### src/rtl/pc_sequencer.sv
//------------------------------------------------------------------------------
// Module   : pc_sequencer
// Purpose  : Parametrised program counter for the instruction memory. Provides
//            a boot cycle, increment, absolute load, call/return through a
//            return-address stack (RAS) and halt/resume.
// Options  : `define PC_RAS_EN to build the return-address stack. Without it
//            CALL acts as LOAD, RET holds the PC, StackErr/StackLevel read 0.
// Revision : 1.0 - initial release
//------------------------------------------------------------------------------
`default_nettype none

module pc_sequencer #(
  parameter int unsigned         ADDR_W       = 10,
  parameter logic [ADDR_W-1:0]   RESET_VECTOR = '0,
  parameter int unsigned         RAS_DEPTH    = 4
) (
  input  logic                           Clock,
  input  logic                           Reset,
  input  logic                           PCFunct,
  input  logic [1:0]                     PCOp,
  input  logic [ADDR_W-1:0]              InstrucaoModificada,
  input  logic                           Halt,
  input  logic                           Resume,
  output logic [ADDR_W-1:0]              Instrucao,
  output logic                           Running,
  output logic                           StackErr,
  output logic [$clog2(RAS_DEPTH+1)-1:0] StackLevel
);

  localparam int unsigned LW = $clog2(RAS_DEPTH + 1);

  localparam logic [1:0] OP_INC  = 2'b00;
  localparam logic [1:0] OP_LOAD = 2'b01;
  localparam logic [1:0] OP_CALL = 2'b10;
  localparam logic [1:0] OP_RET  = 2'b11;

  typedef enum logic [1:0] {
    ST_BOOT = 2'b00,
    ST_RUN  = 2'b01,
    ST_HALT = 2'b10
  } state_t;

  state_t              state_q;
  logic                running_q;
  logic [ADDR_W-1:0]   pc_q;
  logic [ADDR_W-1:0]   pc_d;
  logic [ADDR_W-1:0]   pc_inc;
  logic                upd;

  // An update happens only in RUN when no halt is requested this edge.
  assign upd    = (state_q == ST_RUN) && !Halt && PCFunct;
  assign pc_inc = pc_q + ADDR_W'(1);

`ifdef PC_RAS_EN
  localparam int unsigned       IW   = (RAS_DEPTH > 1) ? $clog2(RAS_DEPTH) : 1;
  localparam logic [LW-1:0]     FULL = LW'(RAS_DEPTH);

  logic [ADDR_W-1:0] ras_q [0:RAS_DEPTH-1];
  logic [LW-1:0]     level_q, level_d;
  logic              err_q, err_d;
  logic              push_d;
  logic [LW-1:0]     top_idx;

  assign top_idx = level_q - LW'(1);

  // Next PC and stack bookkeeping; overflow drops the push, underflow holds PC.
  always_comb begin
    pc_d    = pc_q;
    level_d = level_q;
    err_d   = err_q;
    push_d  = 1'b0;
    if (upd) begin
      case (PCOp)
        OP_INC:  pc_d = pc_inc;
        OP_LOAD: pc_d = InstrucaoModificada;
        OP_CALL: begin
          pc_d = InstrucaoModificada;
          if (level_q == FULL) begin
            err_d = 1'b1;
          end else begin
            push_d  = 1'b1;
            level_d = level_q + LW'(1);
          end
        end
        default: begin
          if (level_q == '0) begin
            err_d = 1'b1;
          end else begin
            pc_d    = ras_q[top_idx[IW-1:0]];
            level_d = top_idx;
          end
        end
      endcase
    end
  end

  // Stack storage: contents are don't-care after reset, so no reset needed.
  always_ff @(posedge Clock) begin
    if (push_d) begin
      ras_q[level_q[IW-1:0]] <= pc_inc;
    end
  end

  // Stack level and sticky error flag.
  always_ff @(posedge Clock or posedge Reset) begin
    if (Reset) begin
      level_q <= '0;
      err_q   <= 1'b0;
    end else begin
      level_q <= level_d;
      err_q   <= err_d;
    end
  end

  assign StackLevel = level_q;
  assign StackErr   = err_q;
`else
  // Next PC without a stack: CALL loads the target, RET leaves the PC alone.
  always_comb begin
    pc_d = pc_q;
    if (upd) begin
      case (PCOp)
        OP_INC:  pc_d = pc_inc;
        OP_LOAD: pc_d = InstrucaoModificada;
        OP_CALL: pc_d = InstrucaoModificada;
        default: pc_d = pc_q;
      endcase
    end
  end

  assign StackLevel = '0;
  assign StackErr   = 1'b0;
`endif

  // Control FSM with registered Running and PC; BOOT always lasts one edge.
  always_ff @(posedge Clock or posedge Reset) begin
    if (Reset) begin
      state_q   <= ST_BOOT;
      running_q <= 1'b0;
      pc_q      <= RESET_VECTOR;
    end else begin
      case (state_q)
        ST_BOOT: begin
          state_q   <= ST_RUN;
          running_q <= 1'b1;
        end
        ST_RUN: begin
          if (Halt) begin
            state_q   <= ST_HALT;
            running_q <= 1'b0;
          end else begin
            pc_q <= pc_d;
          end
        end
        ST_HALT: begin
          if (Resume && !Halt) begin
            state_q   <= ST_RUN;
            running_q <= 1'b1;
          end
        end
        default: begin
          state_q   <= ST_BOOT;
          running_q <= 1'b0;
        end
      endcase
    end
  end

  assign Instrucao = pc_q;
  assign Running   = running_q;

endmodule

`default_nettype wire

### config.mk
export PLATFORM = sky130hd
export DESIGN_NAME = pc_sequencer
export DESIGN_NICKNAME = d
export VERILOG_FILES = /design/src/rtl/pc_sequencer.sv
export SDC_FILE = /design/constraint.sdc
export NUM_CORES = 1
export LEC_CHECK = 0
export CAP_MARGIN = 20
export CORE_ASPECT_RATIO = 1.4
export CORE_MARGIN = 5
export CORE_UTILIZATION = 43
export DETAILED_ROUTE_END_ITERATION = 7
export PLACE_DENSITY = 0.78
export SETUP_SLACK_MARGIN = 0.5
export SYNTH_ARGS = -nofsm -noshare
export SYNTH_HDL_FRONTEND = slang
export SYNTH_SLANG_ARGS = --single-unit
### constraint.sdc
create_clock -name Clock -period 2.11 [get_ports Clock]
set_clock_uncertainty 0.15 [all_clocks]
set_input_delay 0.211 -clock Clock [delete_from_list [all_inputs] [get_ports Clock]]
set_output_delay 0.211 -clock Clock [all_outputs]
set_load 0.01 [all_outputs]
# After elaboration in Yosys (flattened, before gate mapping)
# Index checks and enable logic that the tools add are counted.
[totals]
elab_cells = 28
mem_count = 0
register_bits = 13
in_bits = 17
latchBits = 0
romBits = 0
output_inout_bits = 15
ram_bits = 0
[classes]
n_mux = 7
order_cmp = 0
multipliers = 0
add_sub_neg = 1
n_reduce_logical = 10
n_shift = 0
bitwise_logic = 1
n_div = 0
eq_ne = 6
[op_table]
columns = ["cell", "n"]
rows = [
  ["$pmux W10 S2", 1],
  ["$add A10 B1 Y10 const B", 1],
  ["$pmux W2 S3", 1],
  ["$eq A2 B1 Y1 const B", 2],
  ["$eq A2 B2 Y1 const B", 2],
  ["$logic_not A2 Y1", 2],
  ["$mux W2", 2],
  ["$ne A2 B2 Y1 const B", 2],
  ["$reduce_and A4 Y1", 1],
  ["$logic_and A1 B1 Y1", 3],
  ["$pmux W1 S3", 1],
  ["$mux W1", 2],
  ["$reduce_and A2 Y1", 1],
  ["$reduce_bool A2 Y1", 1],
  ["$reduce_or A2 Y1", 1],
  ["$logic_not A1 Y1", 1],
  ["$not A1 Y1", 1],
]

# Longest topological paths before layout
[logic_depth]
ltp_word = 4
depth_mapped = 6
depth_no_buf = 5

# Least setup slack after synthesis
# Ideal clock, no wire load.
[synth_path]
kind = "input -> register"
start = "input PCOp[0]"
end = "register pc_q[4] (netlist: Instrucao[4])"
t_required_ns = 1.821
setup_time_ns = 0.139
arrival_time_ns = 1.284
setup_slack_ns = 0.537
cell_stages = 5
path_buffers = 1
cell_sequence = "ha_1 > clkbuf_1 > nand3_1 > o22ai_1 > a21oi_1"
[synth_between]
elab_chain_cells = 4
elab_cells_between_ends = 7
classes_between = "eq/ne (2); mux (1); reduce/logical (4)"
[synth_rtl]
columns = ["item", "line_no", "text"]
rows = [
  ["start, declared", "20", "input logic [1:0] PCOp,"],
  ["$eq A2 B2 Y1 / $eq A2 B1 Y1 (equally long branches)", "122", "case (PCOp)"],
  ["$reduce_or A2 Y1 (no source line)", "-", ""],
  ["$reduce_bool A2 Y1 (no source line)", "-", ""],
  ["$reduce_and A4 Y1 (no source line)", "-", ""],
  ["end signal, assigned", "152", "pc_q <= pc_d;"],
  ["end, declared", "45", "logic [ADDR_W-1:0] pc_q;"],
]
# Parallel ways exist; a longest one is shown, timed or not.
# A chain may end at the register's enable or synchronous reset.

# Final worst setup path
[layout_path]
start = "register pc_q[9] (netlist: Instrucao[9])"
end = "output Instrucao[9]"
[layout_rtl]
columns = ["item", "line_no", "text"]
rows = [
  ["end, declared", "24", "output logic [ADDR_W-1:0] Instrucao,"],
]
# No word-level cell between the ends.

==> results.ini <==
[logic_synthesis]
synth_compound_area_frac = 0.203
synth-adder-area-share = 0.0284
combinational_family_with_the_most_area_after_synthesis = simple AND/OR/NAND/NOR gates
netlist.top_cell.by_area = sky130_fd_sc_hd__dfrtp_1
synthXorXnorAreaFrac = 0
synth-edff-count = 0
synthMuxAreaShare = 0.0228
synth.lib_cells_used.distinct = 34
ys_top_cells_by_count = sky130_fd_sc_hd__dfrtp_1 (13), sky130_fd_sc_hd__nor2_1 (7)
postSynthCellCount = 92
mapped_avg_cell_area_um2 = 9.56
synth_simple_gate_area_frac = 0.299
synth_top_cells_by_area = sky130_fd_sc_hd__dfrtp_1 (37%), sky130_fd_sc_hd__nor4_4 (4.8%), sky130_fd_sc_hd__nor3_2 (3.4%)
yosysWarningCount = 0
syn-cell-area_um2 = 880
yosysSeqAreaShare = 0.370
synth_seq_cells = 13
synthMostInstantiatedCell = sky130_fd_sc_hd__dfrtp_1
yosys.area.top_type_share = 0.370
async_flop_share = 1.00
synth-main-ff-cell = sky130_fd_sc_hd__dfrtp_1

[timing]
layout_worst_path_cycle_share = 0.755
final-hold-violation-count = 0
final.hold.worst_slack_ns = 0.0996
timing.fmax_mhz = 628
timing_worst_slew_pin_value_ns = 0.529
final.setup.worst_slack_ns = 0.518
setup_tns_ns = 0
unrepaired_setup_endpoints_after_global_routing = true
report.final.setup_viol = 0
layout_min_cycle_time_ns = 1.59
final-max-slew-violation-count = 0
headroom_to_the_max_slew_limit = 0.647

[cells_and_area]
areaGrowthSynthToFinish_pct = 51.6
finish.instance_area_um2 = 1330
layout.filler_cells = 168
area.sequential_um2 = 329
postLayoutCoreUtil = 0.684
insertedDiodeCount = 0
multi_input_area_um2 = 543
finish.net_count = 153
fraction_of_final_layout_cells_with_drive_strength_greater_than_1 = 0.316

[global_route]
initial_antenna_violation_count = 0
grt_max_degree = 14
first_pass_grt_wire_length_mm = 3.56
number_of_global_route_vias_before_repair = 811
grtUsageTotal = 0.161
grt_residual_overflow = 0

[floorplan]
die_y_um = 63.5
die_x_um = 48.2
top_level_ports = 32
fp.dieArea_um2 = 3060
coreArea_um2 = 1950
initial_core_util = 0.451
std_cell_rows = 19

[worst_setup_path]
slowest_delay_ns = 0.55
critPathCaptureType = primary output
path_cells = clkdlybuf4s50_1
critical-path-slowest-cell = sky130_fd_sc_hd__clkdlybuf4s50_1
critical_path.startpoint_type = flop
path_max_fanout = 3
crit_family = buffers and inverters
timing.setup.critical_path_class = flop to primary output
cp_data_required_time_ns = 1.75
r2r_setup_slack_ns = 0.57
critical_path_depth = 1
worst_r2r_path_depth = 4
worstPathArrival_ns = 1.23
worstPathBufferInverterCount = 1

[drt]
wl_per_cell_um = 16.0
final_routed_wirelength_mm = 2.47
post_route_drc_violation_count = 0
routed-wl-met3_um = 155
route.detailed.vias_per_inst = 5.58
wirelength_met1_um = 907
drtPass1Iterations = 4
dr_total_vias = 860
met2WireLength_mm = 1.37
highest-signal-layer = met4
antenna_nets_post_route = 0
detail_route.iter0.violations = 14

[placement]
dpl-instance-area_um2 = 1150
io_buffers = 27
dp_hpwl_mm = 1.60
post-place-ws_ns = 0.0409
routabilityCongestion = 0.727

[clock_network]
clk_latency_ns = 0.29
clock_tree.htree_level_count = 1
cts.path.max_buffers = 2
cts.hold.buffers_added = 0
cts_tree = done
worst_setup_hold_path_clk_slew_ns = 0.09
cts_root_buffer = sky130_fd_sc_hd__clkbuf_4
total_clock_sinks = 13
cts_buffers = 3

[pwr]
vdd_drop_max_uv = 644
reported_leakage_power_nw = 0.611
power_density_nw_per_um2 = 988

[outcome]
status = finished clean

[min_path]
hold_path.class = input pin to async pin

[job]
total_of_max_cap_violations = 0

## stage by stage
step                      total power, mW  std cells
after detailed placement             1.03        138
after global placement               1.01        138
final                                1.32        154
after global routing                 1.40        154
after floorplan                     0.768         95
after CTS                            1.25        150
## cell usage in the layout (no fill, tap or decap), types with 2 or more instances in the layout
cell and n:
sky130_fd_sc_hd__o21ai_1 5, sky130_fd_sc_hd__ha_2 2, sky130_fd_sc_hd__conb_1 4, sky130_fd_sc_hd__a22o_1 2, sky130_fd_sc_hd__buf_4 11, sky130_fd_sc_hd__buf_6 2
sky130_fd_sc_hd__dlymetal6s2s_1 6, sky130_fd_sc_hd__o22ai_1 3, sky130_fd_sc_hd__nor3_2 3, sky130_fd_sc_hd__nand2_1 5, sky130_fd_sc_hd__and2_1 2, sky130_fd_sc_hd__inv_1 4
sky130_fd_sc_hd__nand3_2 2, sky130_fd_sc_hd__nand3_1 3, sky130_fd_sc_hd__dfrtp_1 10, sky130_fd_sc_hd__a21oi_1 4, sky130_fd_sc_hd__a21oi_2 2, sky130_fd_sc_hd__nor2_1 7
sky130_fd_sc_hd__o21ai_0 4, sky130_fd_sc_hd__nand2b_1 2, sky130_fd_sc_hd__nor4_4 2, sky130_fd_sc_hd__clkbuf_4 3, sky130_fd_sc_hd__clkdlybuf4s50_1 19, sky130_fd_sc_hd__mux2i_1 2
sky130_fd_sc_hd__a2bb2oi_2 2, sky130_fd_sc_hd__dfrtp_2 3, sky130_fd_sc_hd__dlygate4sd2_1 2
## state kept, by name, indices dropped and copies added, names as in the netlist
| signal | flops |
|---|---|
| Instrucao | 10 |
| Running | 1 |
| state_q | 2 |
## area by class of cell
| type | instances | area share |
|---|---|---|
| Sequential cell | 13 | 0.247 |
| Clock inverter | 1 | 0.00375 |
| Clock buffer | 3 | 0.0169 |
| Multi-Input combinational cell | 71 | 0.407 |
| Inverter | 4 | 0.0113 |
| Tap cell | 21 | 0.0197 |
| Timing Repair Buffer | 41 | 0.295 |
## final timing paths
check / to / startpoint
min in group Clock: state_q[1] / Halt
hold reg to reg: Running / Running
setup / recovery: Instrucao[9] / Instrucao[9]
hold / removal: Instrucao[2] / Reset
max in group asynchronous: Instrucao[4] / Reset
setup reg to reg: Instrucao[5] / state_q[1]
## power by group
group | internal, mW | switching (mW)
logic | 0.395 | 0.295
clock network | 0.0706 | 0.0953
registers | 0.354 | 0.107
## layer usage
layer / vias to the layer above / GRT usage
met5: - / 0
met4: 0 / 0.0606
met3: 5 / 0.0313
met2: 30 / 0.273
met1: 417 / 0.185
li1: 408 / -
## kinds of logic after synthesis
kind of cell               after synthesis
DFF                                     13
and+or+nand+nor                         37
buffers and inverters                   11
other                                    1
AOI/OAI and AO/OA                       26
adders and majority gates                2
muxes                                    2
## repair_timing
action,CTS,global route
gates cloned,0,1
resized for setup,8,15
setup endpoints to repair,17,14
setup buffers,8,3
pin swaps,3,7
Note: power is estimated with default switching activity, not from simulation.
